`config.mk`:
```
export PLATFORM = sky130hd
export DESIGN_NAME = rotary_value_counter_flat
export DESIGN_NICKNAME = d
export VERILOG_FILES = /design/src/rtl/rotary_value_counter_pkg.sv /design/src/rtl/rotary_value_counter_if.sv /design/src/rtl/rotary_value_counter_step_rate_tracker.sv /design/src/rtl/rotary_value_counter.sv /design/src/flat_wrapper.sv
export SDC_FILE = /design/constraint.sdc
export NUM_CORES = 1
export LEC_CHECK = 0
export CAP_MARGIN = 25
export CORE_MARGIN = 5
export CORE_UTILIZATION = 60
export CTS_CLUSTER_DIAMETER = 40
export CTS_CLUSTER_SIZE = 16
export DETAILED_ROUTE_END_ITERATION = 16
export GPL_TIMING_DRIVEN = 0
export PLACE_DENSITY = 0.89
export SETUP_SLACK_MARGIN = 0.02
export SLEW_MARGIN = 20
export SYNTH_ARGS = -nofsm -noshare
export SYNTH_HDL_FRONTEND = slang
export SYNTH_SLANG_ARGS = --single-unit
```
`constraint.sdc`:
```
create_clock -name clk -period 4.28 [get_ports clk]
set_clock_uncertainty 0.1 [all_clocks]
set_input_delay 0.428 -clock clk [delete_from_list [all_inputs] [get_ports clk]]
set_output_delay 0.428 -clock clk [all_outputs]
set_load 0.005 [all_outputs]
```
`src/rtl/rotary_value_counter_pkg.sv`:
```
// Shared encodings for the rotary value counter: accelerator states and step directions.
`ifndef ROTARY_VALUE_COUNTER_PKG_SV
`define ROTARY_VALUE_COUNTER_PKG_SV
package rotary_value_counter_pkg;

  typedef enum logic {
    ST_SLOW = 1'b0,
    ST_FAST = 1'b1
  } rate_state_t;

  typedef enum logic {
    DIR_CW  = 1'b0,
    DIR_CCW = 1'b1
  } dir_t;

endpackage
`endif

```
`src/rtl/rotary_value_counter_if.sv`:
```
// Step flags, preload request and value/status outputs of the rotary value counter.
interface rotary_value_counter_if #(
  parameter int WIDTH = 8
);
  logic             in_cw;
  logic             in_ccw;
  logic             load;
  logic [WIDTH-1:0] load_value;
  logic [WIDTH-1:0] value;
  logic             changed;
  logic             fast;

  modport master (
    output in_cw, in_ccw, load, load_value,
    input  value, changed, fast
  );

  modport slave (
    input  in_cw, in_ccw, load, load_value,
    output value, changed, fast
  );
endinterface

```
`src/rtl/rotary_value_counter_step_rate_tracker.sv`:
```
// Step-rate accelerator: timer since last step, same-direction streak and SLOW/FAST state.
// Latency: state updates on the edge that samples the step; fast is registered.
// Backpressure: none, every accepted step is absorbed in the cycle it arrives.
module rotary_value_counter_step_rate_tracker
  import rotary_value_counter_pkg::*;
#(
  parameter int ACCEL_WINDOW = 50000,
  parameter int ACCEL_COUNT  = 3
) (
  input  logic clk,
  input  logic rst,
  input  logic step,
  input  dir_t dir,
  input  logic clear,
  output logic fast,
  output logic use_fast
);

  localparam int TW = $clog2(ACCEL_WINDOW + 1);
  localparam int CW = $clog2(ACCEL_COUNT + 1);
  localparam logic [TW-1:0] WIN    = TW'(ACCEL_WINDOW);
  localparam logic [TW-1:0] WIN_M1 = TW'(ACCEL_WINDOW - 1);
  localparam logic [CW-1:0] CNT    = CW'(ACCEL_COUNT);
  localparam logic [CW-1:0] ONE    = CW'(1);

  rate_state_t   state;
  logic [TW-1:0] timer;
  logic [CW-1:0] streak;
  logic [CW-1:0] streak_nxt;
  dir_t          last_dir;
  logic          cont;

  assign cont = (timer < WIN) && (dir == last_dir);

  always_comb begin
    streak_nxt = ONE;
    if (cont) begin
      streak_nxt = (streak == CNT) ? CNT : streak + ONE;
    end
  end

  always_ff @(posedge clk) begin
    if (rst || clear) begin
      state    <= ST_SLOW;
      timer    <= WIN;
      streak   <= '0;
      last_dir <= DIR_CW;
    end else if (step) begin
      timer    <= '0;
      streak   <= streak_nxt;
      last_dir <= dir;
      // A reversal or a stale step always drops back to SLOW.
      state    <= (cont && streak_nxt == CNT) ? ST_FAST : ST_SLOW;
    end else if (timer != WIN) begin
      timer <= timer + 1'b1;
      if (timer == WIN_M1) begin
        state <= ST_SLOW;
      end
    end
  end

  assign fast = (state == ST_FAST);
  // A reversal taken while FAST still moves by one.
  assign use_fast = fast && (dir == last_dir);

endmodule

```
`src/rtl/rotary_value_counter.sv`:
```
// Bounded user value driven by rotary step flags, with velocity acceleration and preload.
// Latency: value/changed/fast update on the edge that samples the event, visible next cycle.
// Backpressure: none, steps arriving together with load or with each other are dropped.
module rotary_value_counter
  import rotary_value_counter_pkg::*;
#(
  parameter int WIDTH        = 8,
  parameter int MIN_VALUE    = 0,
  parameter int MAX_VALUE    = 255,
  parameter int RESET_VALUE  = 0,
  parameter int WRAP         = 0,
  parameter int ACCEL_WINDOW = 50000,
  parameter int ACCEL_COUNT  = 3,
  parameter int ACCEL_STEP   = 4
) (
  input logic               clk,
  input logic               rst,
  rotary_value_counter_if.slave bus
);

  localparam int SW = WIDTH + 2;
  localparam logic signed [SW-1:0] MIN_S   = SW'(MIN_VALUE);
  localparam logic signed [SW-1:0] MAX_S   = SW'(MAX_VALUE);
  localparam logic signed [SW-1:0] RANGE_S = SW'(MAX_VALUE - MIN_VALUE + 1);
  localparam logic signed [SW-1:0] STEP_S  = SW'(ACCEL_STEP);
  localparam logic signed [SW-1:0] ONE_S   = SW'(1);

  logic [WIDTH-1:0] value_q;
  logic             changed_q;
  logic             step_acc;
  dir_t             dir;
  logic             fast;
  logic             use_fast;

  logic signed [SW-1:0] cur_s, step_s, sum_s, off_s, nxt_s, ld_s, ld_clamp_s;
  logic [WIDTH-1:0]     nxt_val, ld_val;

  assign step_acc = (bus.in_cw ^ bus.in_ccw) && !bus.load;
  assign dir      = bus.in_ccw ? DIR_CCW : DIR_CW;

  rotary_value_counter_step_rate_tracker #(
    .ACCEL_WINDOW (ACCEL_WINDOW),
    .ACCEL_COUNT  (ACCEL_COUNT)
  ) u_step_rate_tracker (
    .clk      (clk),
    .rst      (rst),
    .step     (step_acc),
    .dir      (dir),
    .clear    (bus.load),
    .fast     (fast),
    .use_fast (use_fast)
  );

  // Two guard bits keep value +/- step and the wrap correction free of overflow.
  always_comb begin
    cur_s  = signed'({2'b00, value_q});
    step_s = use_fast ? STEP_S : ONE_S;
    sum_s  = bus.in_cw ? (cur_s + step_s) : (cur_s - step_s);
    off_s  = sum_s - MIN_S;
    nxt_s  = sum_s;
    if (WRAP != 0) begin
      if (off_s[SW-1]) begin
        nxt_s = sum_s + RANGE_S;
      end else if (off_s >= RANGE_S) begin
        nxt_s = sum_s - RANGE_S;
      end
    end else begin
      if (sum_s < MIN_S) begin
        nxt_s = MIN_S;
      end else if (sum_s > MAX_S) begin
        nxt_s = MAX_S;
      end
    end
    nxt_val = nxt_s[WIDTH-1:0];

    ld_s       = signed'({2'b00, bus.load_value});
    ld_clamp_s = ld_s;
    if (ld_s < MIN_S) begin
      ld_clamp_s = MIN_S;
    end else if (ld_s > MAX_S) begin
      ld_clamp_s = MAX_S;
    end
    ld_val = ld_clamp_s[WIDTH-1:0];
  end

  always_ff @(posedge clk) begin
    if (rst) begin
      value_q   <= WIDTH'(RESET_VALUE);
      changed_q <= 1'b0;
    end else begin
      changed_q <= 1'b0;
      if (bus.load) begin
        value_q   <= ld_val;
        changed_q <= (ld_val != value_q);
      end else if (step_acc) begin
        value_q   <= nxt_val;
        changed_q <= (nxt_val != value_q);
      end
    end
  end

  assign bus.value   = value_q;
  assign bus.changed = changed_q;
  assign bus.fast    = fast;

endmodule

```
`src/flat_wrapper.sv`:
```
// flat-port wrapper written by rule: the top's interface ports become plain ports
module rotary_value_counter_flat import rotary_value_counter_pkg::*;
#(
  parameter int WIDTH        = 8,
  parameter int MIN_VALUE    = 0,
  parameter int MAX_VALUE    = 255,
  parameter int RESET_VALUE  = 0,
  parameter int WRAP         = 0,
  parameter int ACCEL_WINDOW = 50000,
  parameter int ACCEL_COUNT  = 3,
  parameter int ACCEL_STEP   = 4
)
  (clk, rst, bus_in_cw, bus_in_ccw, bus_load, bus_load_value, bus_value, bus_changed, bus_fast);
  rotary_value_counter_if #(.WIDTH(WIDTH)) bus_i ();
  input logic clk;
  input logic rst;
  input wire logic [$bits(bus_i.in_cw)-1:0] bus_in_cw;
  input wire logic [$bits(bus_i.in_ccw)-1:0] bus_in_ccw;
  input wire logic [$bits(bus_i.load)-1:0] bus_load;
  input wire logic [$bits(bus_i.load_value)-1:0] bus_load_value;
  output wire logic [$bits(bus_i.value)-1:0] bus_value;
  output wire logic [$bits(bus_i.changed)-1:0] bus_changed;
  output wire logic [$bits(bus_i.fast)-1:0] bus_fast;
  assign bus_i.in_cw = bus_in_cw;
  assign bus_i.in_ccw = bus_in_ccw;
  assign bus_i.load = bus_load;
  assign bus_i.load_value = bus_load_value;
  assign bus_value = bus_i.value;
  assign bus_changed = bus_i.changed;
  assign bus_fast = bus_i.fast;
  rotary_value_counter #(.WIDTH(WIDTH), .MIN_VALUE(MIN_VALUE), .MAX_VALUE(MAX_VALUE), .RESET_VALUE(RESET_VALUE), .WRAP(WRAP), .ACCEL_WINDOW(ACCEL_WINDOW), .ACCEL_COUNT(ACCEL_COUNT), .ACCEL_STEP(ACCEL_STEP)) u_core (.clk(clk), .rst(rst), .bus(bus_i));
endmodule
```
==> results_dict.tcl, run 1 <==
set metrics [dict create \
    clk_pin_slew_ns 0.09 \
    avgSynthCellArea_um2 7.81 \
    ys_seq_elements 29 \
    nets 303 \
    overflow 0 \
    place.gp.congestion 0.927 \
    end_kind "flop" \
    relSlewSlack_pct 65.7 \
    yosys_warnings 0 \
    drt_first_pass_iters 7 \
    drv_cap 0 \
    setup_violations 0 \
    area.growth.synth_to_final_pct 18.2 \
    routed_wl_um 4690 \
    slowest_stage "clkdlybuf4s50_1" \
    synth_area_leaders "dfxtp_1 29%, xnor2_1 6.6%, nor2_1 5.3%" \
    first_iter_violations 221 \
    seq_area_frac_synth_pct 29.4 \
    clk_latency_ns 0.34 \
    peakVddDrop_uv 281 \
    synth_area_leader_cell "dfxtp_1" \
    dp.cells 319 \
    ys.flop_type "dfxtp_1" \
    fin_crit_sh_pct 73.6 \
    htreeDepth 2 \
    postCtsSetupBuffers 0 \
    antenna_found_initial 0 \
    fin_tns_setup_ns 0 \
    reg2reg_to "u_core.bus.changed" \
    ios 23 \
    r2r_cells 11 \
    arrival_ns 3.29 \
    grt_pass1_wl_um 8040 \
    path_buf_inv 2 \
    cp_top_family "simple AND/OR/NAND/NOR gates" \
    cts_buffers 5 \
    ys_types 52 \
    worst_setup_path_start_kind "input pin" \
    power_density_nw_per_um2 307 \
    worst_slew_pin_slew_ns 0.513 \
    ys_top_cells_by_count "29 x dfxtp_1, 28 x nor2_1, 26 x nand2_1" \
    port_buffers 22 \
    fp.dieW_um 67.4 \
    drc 0 \
    antenna_left 0 \
    critical_path.max_fanout 9 \
    min_path_type "reg2reg" \
    synth-edff-count 0 \
    cts.repair.resized 0 \
    path_cells "clkdlybuf4s50_1 > xnor2_1 > nand2_1 > ha_1 > nor2b_1 > o2111ai_4 > and2_4 > buf_6 > a32o_1 > nand3_1 > o21ai_1 > a311oi_2" \
    antenna-diode-count 0 \
    synth.top_cell.area_share_pct 29.4 \
    vias_per_cell 6.01 \
    crit_end "u_core.bus.changed" \
    start_util_pct 63.7 \
    fin_crit_ns 3.15 \
    grt_max_degree 11 \
    dieArea_um2 4540 \
    r2r_start "u_core.u_step_rate_tracker.last_dir" \
    wl_per_cell_um 14.3 \
    outcome "finished, final reports clean" \
    cts_tree "built" \
    path_depth 12 \
    rows 20 \
    synth_most_common_cell "dfxtp_1" \
    netlist_area_um2 1980 \
    hold_buffers 0 \
    track_usage_pct 23.3 \
    numClockSinks 29 \
    synthArstFlopShare_pct 0 \
    drv_slew 0 \
    timing.fmax_mhz 318 \
    post_synth_inst_count 253 \
    crit_type "in2reg" \
    die_h_um 67.4 \
    p_leak_nw 0.846 \
    multi_input_area_um2 1310 \
    dp_hpwl_um 3500 \
    coreArea_um2 3100 \
    cts_buffer_depth 2 \
    grt_setup_unrepaired "false" \
    cts-root-buf "clkbuf_4" \
    fillers 260 \
    cp.required_ns 4.42 \
    hold_viol 0 \
    grt_pass1_vias 1744 \
    reg2reg_slack_ns 1.45 \
    drive_above_1_share_pct 7.42 \
    layout.cells.non_filler 327 \
    max_stage_delay_ns 0.60 \
    regArea_um2 581 \
    vias 1966 \
    crit_path_start "bus_in_ccw" \
    syn_nets 274 \
]
## per-stage QoR
step	hold WS [ns]	util (%)	total power, mW	setup WS, ns	cell area (um2)
after floorplan	0.331	-	0.420	1.71	1980
after global placement	0.350	72.5	0.473	0.865	2250
after detailed placement	0.355	72.5	0.476	0.841	2250
after CTS	0.369	75.3	0.717	1.17	2340
after global routing	0.405	75.3	0.753	0.950	2340
final	0.364	75.3	0.716	1.13	2340
## registers in the layout (all words and copies together) (netlist names)
| name | cells |
|---|---|
| u_core.bus.changed | 1 |
| u_core.bus.value | 8 |
| u_core.u_step_rate_tracker.fast | 1 |
| u_core.u_step_rate_tracker.timer | 16 |
| u_core.u_step_rate_tracker.last_dir | 1 |
| u_core.u_step_rate_tracker.streak | 2 |
## final cells by class
type | count | share of cell area, %
plain buffers | 10 | 2.46
clock inverters | 1 | 1.29
well taps | 44 | 2.36
multi-input cells | 206 | 56.0
repair buffers | 22 | 9.43
clock buffers | 7 | 2.36
flip-flops and latches | 29 | 24.9
inverters | 8 | 1.29
## cells in the final DEF, fill, tap and decap left out, types with 2 or more instances in the layout
cell type,instances
a211oi_1,4
a21oi_1,19
a31oi_1,2
a32oi_1,2
and3_1,2
buf_2,4
buf_6,2
clkbuf_1,5
clkbuf_4,5
clkdlybuf4s50_1,22
dfxtp_1,29
ha_1,8
inv_1,8
mux2i_1,3
nand2_1,26
nand2b_1,5
nand3_1,12
nand4_1,7
nor2_1,28
nor2b_1,9
nor3_1,4
o211ai_1,2
o21a_1,2
o21ai_0,16
o21ai_1,2
o22ai_1,2
or3_1,3
xnor2_1,15
xor2_1,8
## how the worst min path moves through the flow
stage	start	endpoint	slack, ns	cells past startpoint
final	u_core.u_step_rate_tracker.streak[0]	u_core.u_step_rate_tracker.streak[0]	0.36	1
after floorplan	u_core.u_step_rate_tracker.streak[0]	u_core.u_step_rate_tracker.streak[0]	0.33	1
after global placement	u_core.u_step_rate_tracker.streak[0]	u_core.u_step_rate_tracker.streak[0]	0.35	1
after global routing	u_core.u_step_rate_tracker.streak[0]	u_core.u_step_rate_tracker.streak[0]	0.40	1
after CTS	u_core.u_step_rate_tracker.streak[0]	u_core.u_step_rate_tracker.streak[0]	0.37	1
after detailed placement	u_core.u_step_rate_tracker.streak[0]	u_core.u_step_rate_tracker.streak[0]	0.35	1
## kinds of logic after synthesis
| group | share of synthesized area (%) |
|---|---|
| AND/OR/NAND/NOR | 26.7 |
| AO/OA/AOI/OAI | 22.1 |
| flip-flops | 29.4 |
| XOR/XNOR | 10.2 |
| buffers and inverters | 4.43 |
| adder cells (fa/ha/maj) | 5.07 |
| multiplexers | 2.09 |
## report_power, final
group / leakage (nW) / total, mW / internal [mW] / switching (mW)
logic: 0.564 / 0.178 / 0.0835 / 0.0940
clock network: 0.0455 / 0.241 / 0.139 / 0.102
registers: 0.237 / 0.297 / 0.281 / 0.0162
total: 0.846 / 0.716 / 0.504 / 0.212
## routing by layer
metal	track usage (%)	up-vias	wire length (um)
met4	10.4	0	131
met1	33.0	905	2150
li1	-	961	-
met2	34.0	84	1990
met3	4.83	16	412
met5	0	-	0
Note: power is estimated with default switching activity, not from simulation.
==> inputs of run 2 (changes only) <==
CORE_UTILIZATION = 50   (was 60)
PLACE_DENSITY = 0.79   (was 0.89)
clock period = 2.6 ns   (was 4.28 ns; I/O delays follow)
==> run 2 against run 1 <==
- first-iteration DRC count is 6.3% lower
- wire length is 7.9% higher
- critical endpoint unchanged
- non-clock buffer count is 5 higher
- largest power group unchanged
- critical path depth is 1 lower
- clock power is 55% higher
- flip-flop and latch count stayed put
- worst hold slack worse by 0.011 ns
==> results_dict.tcl, run 2 (synthesized netlist as in run 1, its figures left out) <==
set metrics [dict create \
    rows 22 \
    p_leak_nw 0.900 \
    final_cell_mix "29 x dfxtp_1, 28 x nor2_1, 25 x nand2_1" \
    drive_above_1_share_pct 13.9 \
    dp_hpwl_um 3490 \
    antenna_found_initial 0 \
    regArea_um2 581 \
    pre_cts_slack_ns -0.698 \
    arrival_ns 2.65 \
    cts_buffer_depth 2 \
    grt_pass1_wl_um 8170 \
    largest_reg_flops 16 \
    clk_pin_slew_ns 0.07 \
    relSlewSlack_pct 60.4 \
    nets 308 \
    dp.cells 323 \
    cp_common_cell "o21ai_1" \
    place_area_um2 2260 \
    ios 23 \
    design_area_um2 2480 \
    drt_first_pass_iters 4 \
    clk_latency_ns 0.28 \
    worst_setup_path_start_kind "flop" \
    cts-root-buf "clkbuf_8" \
    cp_top_family "compound AO/OA/AOI/OAI gates" \
    first_iter_violations 207 \
    slowest_stage "dfxtp_1" \
    place.gp.congestion 0.926 \
    max_stage_delay_ns 0.33 \
    drc 0 \
    layout.cells.non_filler 336 \
    hold_path_depth 3 \
    peakVddDrop_uv 540 \
    cts_tree "built" \
    r2r_start "u_core.u_step_rate_tracker.last_dir" \
    fin_crit_ns 2.57 \
    wl_per_cell_um 15.0 \
    min_path_type "in2reg" \
    dieArea_um2 5310 \
    end_kind "flop" \
    drv_slew 0 \
    vias 1962 \
    fin_util_pct 66.1 \
    critical_path.max_fanout 6 \
    drv_cap 0 \
    finalHoldWorstSlack_ns 0.353 \
    antenna-diode-count 0 \
    reg2reg_to "u_core.bus.changed" \
    power_density_nw_per_um2 482 \
    hold_viol 0 \
    timing.fmax_mhz 389 \
    fin_tns_setup_ns 0 \
    numClockSinks 29 \
    area.growth.synth_to_final_pct 25.3 \
    antenna_left 0 \
    layout_setup_ws_ns 0.0303 \
    r2r_cells 11 \
    track_usage_pct 19.3 \
    largest-register "u_core.u_step_rate_tracker.timer" \
    start_util_pct 52.8 \
    htreeDepth 2 \
    fillers 329 \
    crit_type "reg2reg" \
    multi_input_area_um2 1410 \
    grt_max_degree 11 \
    vias_per_cell 5.84 \
    outcome "finished, final reports clean" \
    die_h_um 72.9 \
    holdCritStartpoint "bus_in_ccw" \
    grt_pass1_vias 1721 \
    min_to "u_core.u_step_rate_tracker.last_dir" \
    path_cells "xnor2_2 > nand2_4 > ha_4 > ha_1 > nor2b_4 > o2111ai_4 > nand3_2 > and3_1 > o21ai_1 > o21ai_1 > a311oi_2" \
    coreArea_um2 3740 \
    layout_commonest_cell "dfxtp_1" \
    cts_buffers 5 \
    cp.required_ns 2.68 \
    reg2reg_slack_ns 0.03 \
    port_buffers 22 \
    overflow 0 \
    worst_slew_pin_slew_ns 0.594 \
    setup_violations 0 \
    fin_crit_sh_pct 98.8 \
    path_buf_inv 0 \
    total_power_mw 1.19 \
    fp.dieW_um 72.9 \
    routed_wl_um 5060 \
]
run 2: changes by cell type in the layout (fill, tap and decap cells not counted), moves of 2 or more:
cell,before,now
a21oi_1,19,17
a21oi_2,0,2
buf_4,0,6
clkbuf_4,5,0
clkbuf_8,1,5
clkinv_2,0,2
ha_1,8,5
ha_4,0,3
nand3_1,12,10
xnor2_1,15,13
xnor2_2,0,2
run 2: where the power goes:
group / switching (mW) / internal, mW
clock network: 0.189 / 0.185
registers: 0.0267 / 0.463
logic: 0.173 / 0.158
run 2: what timing repair did:
item                       4_1_cts  5_1_grt
setup endpoints to repair        9        6
resized for setup                9       14
hold buffers                     0        0
buffers inserted                 1        5
pin swaps                        1        7
run 2: cell type report:
class | count | area share, %
Multi-Input combinational cell | 206 | 57.0
Sequential cell | 29 | 23.4
Timing Repair Buffer | 28 | 10.5
Clock buffer | 5 | 2.78
Tap cell | 48 | 2.43
Buffer | 9 | 1.87
Inverter | 8 | 1.21
Clock inverter | 3 | 0.707
run 2: how the worst max path moves through the flow:
stage | startpoint | to | slack (ns) | cells past startpoint
after floorplan | u_core.u_step_rate_tracker.last_dir | u_core.bus.changed | 0.14 | 11
after global placement | bus_in_ccw | u_core.bus.changed | -0.75 | 12
after detailed placement | bus_in_ccw | u_core.bus.changed | -0.70 | 12
after CTS | u_core.u_step_rate_tracker.last_dir | u_core.bus.changed | 0.04 | 12
after global routing | u_core.u_step_rate_tracker.last_dir | u_core.bus.changed | -0.03 | 11
final | u_core.u_step_rate_tracker.last_dir | u_core.bus.changed | 0.03 | 11
run 2: worst reg2reg max path, stage by stage, from the launching register on:
cell and delay [ns]:
dfxtp_1 0.33, xnor2_2 0.23, nand2_4 0.14, ha_4 0.19, ha_1 0.20, nor2b_4 0.15, o2111ai_4 0.28, nand3_2 0.12
and3_1 0.19, o21ai_1 0.15, o21ai_1 0.11, a311oi_2 0.31
run 2: metal layers:
layer	GRT usage (%)	share of wire [%]
met1	28.0	47
met2	28.3	45
met3	4.82	6.9
met4	4.92	1.2
met5	0	0
==> inputs of run 3 (changes only) <==
CTS_CLUSTER_DIAMETER = 60   (was 40)
GPL_ROUTABILITY_DRIVEN = 0   (was unset)
MAX_ROUTING_LAYER = met4   (was unset)
==> run 3 against run 2 <==
- combinational power is 7.6% higher
- clock power grew 32%
- non-clock buffer count unchanged
- sequential share of layout area decreased by 0.59 points
- sequential power barely moved
- final cell count stayed put
- core utilization increased by 2.1 points
- fmax down 0.76%
- die area did not move
- clock-buffer cell count up 2
==> results_dict.tcl, run 3 (synthesized netlist as in run 1, its figures left out) <==
set metrics [dict create \
    layout_setup_ws_ns 0.0106 \
    vias_per_cell 6.17 \
    arrival_ns 2.68 \
    min_path_type "reg2reg" \
    drc 0 \
    area.growth.synth_to_final_pct 29.4 \
    fin_crit_ns 2.59 \
    worst_slew_pin_slew_ns 0.572 \
    ios 23 \
    track_usage_pct 21.6 \
    cts_tree "built" \
    cts_buffer_depth 2 \
    crit_type "reg2reg" \
    timing.fmax_mhz 386 \
    power_density_nw_per_um2 525 \
    wl_per_cell_um 16.9 \
    antenna_left 0 \
    largest-register "u_core.u_step_rate_tracker.timer" \
    outcome "finished, final reports clean" \
    clk_pin_slew_ns 0.07 \
    cp_top_family "compound AO/OA/AOI/OAI gates" \
    drive_above_1_share_pct 14.9 \
    grt_pass1_wl_um 8760 \
    dieArea_um2 5310 \
    peakVddDrop_uv 420 \
    cp.required_ns 2.69 \
    routed_wl_um 5690 \
    path_cells "xnor2_4 > nand2_4 > ha_4 > buf_4 > nor2b_1 > a21o_1 > a22o_1 > o21ai_0 > o21ai_1 > o21ai_0 > a311oi_2" \
    path_buf_inv 1 \
    max_stage_delay_ns 0.36 \
    cts_buffers 5 \
    overflow 0 \
    port_buffers 22 \
    finalHoldWorstSlack_ns 0.360 \
    first_iter_violations 200 \
    vias 2073 \
    dp_hpwl_um 3540 \
    final_cell_mix "28 x nor2_1, 28 x dfxtp_1, 25 x nand2_1" \
    drv_cap 0 \
    grt_pass1_vias 1896 \
    hold_viol 0 \
    multi_input_area_um2 1460 \
    numClockSinks 29 \
    antenna_found_initial 0 \
    antenna-diode-count 0 \
    p_leak_nw 0.927 \
    drv_slew 0 \
    fin_crit_sh_pct 99.6 \
    fin_tns_setup_ns 0 \
    die_h_um 72.9 \
    slowest_stage "dfxtp_4" \
    cp_common_cell "o21ai_0" \
    rows 22 \
    grt_max_degree 11 \
    clk_latency_ns 0.29 \
    nets 308 \
    drt_first_pass_iters 6 \
    largest_reg_flops 16 \
    fillers 299 \
    coreArea_um2 3740 \
    htreeDepth 2 \
    cts-root-buf "clkbuf_8" \
    relSlewSlack_pct 61.9 \
    fp.dieW_um 72.9 \
    setup_violations 0 \
    regArea_um2 584 \
    total_power_mw 1.34 \
    critical_path.max_fanout 4 \
    fin_util_pct 68.3 \
    pre_cts_slack_ns -0.740 \
    end_kind "flop" \
    worst_setup_path_start_kind "flop" \
    start_util_pct 52.8 \
]
-- run 3: what timing repair did --
item / 4_1_cts / 5_1_grt
endpoints found under the setup margin: 9 / 16
gates cloned: 0 / 0
gates resized for setup: 13 / 19
hold buffers: 0 / 0
setup buffers: 2 / 4
pin swaps: 3 / 9
-- run 3: layout make-up --
class,count,area share (%)
clock inverter,1,1.17
timing repair buffer,28,10.2
inverter,8,1.17
tap,48,2.35
buffer,9,1.86
clock buffer,7,3.38
multi-input combinational,206,57.0
sequential,29,22.9
-- run 3: worst paths after layout --
path | slack [ns] | cells past startpoint | start | endpoint
setup / recovery | 0.01 | 11 | u_core.u_step_rate_tracker.last_dir | u_core.bus.changed
hold reg to reg | 0.36 | 1 | u_core.u_step_rate_tracker.streak[0] | u_core.u_step_rate_tracker.streak[0]
hold / removal | 0.36 | 1 | u_core.u_step_rate_tracker.streak[0] | u_core.u_step_rate_tracker.streak[0]
setup reg to reg | 0.01 | 11 | u_core.u_step_rate_tracker.last_dir | u_core.bus.changed
-- run 3: through the flow --
step                instances  instance area, um2
finish                    336                2560
global route              336                2560
global placement          323                2260
detailed placement        323                2260
CTS                       333                2450
floorplan                 253                1980
-- run 3: metal layers --
layer / wire, um / GRT usage, %
met1: 2410 / 27.4
met2: 2510 / 30.6
met3: 492 / 6.34
met4: 284 / 12.1
met5: 0 / -
-- run 3: power breakdown --
part / switching [mW] / internal, mW
Sequential: 0.0285 / 0.462
Clock: 0.183 / 0.312
Combinational: 0.188 / 0.168
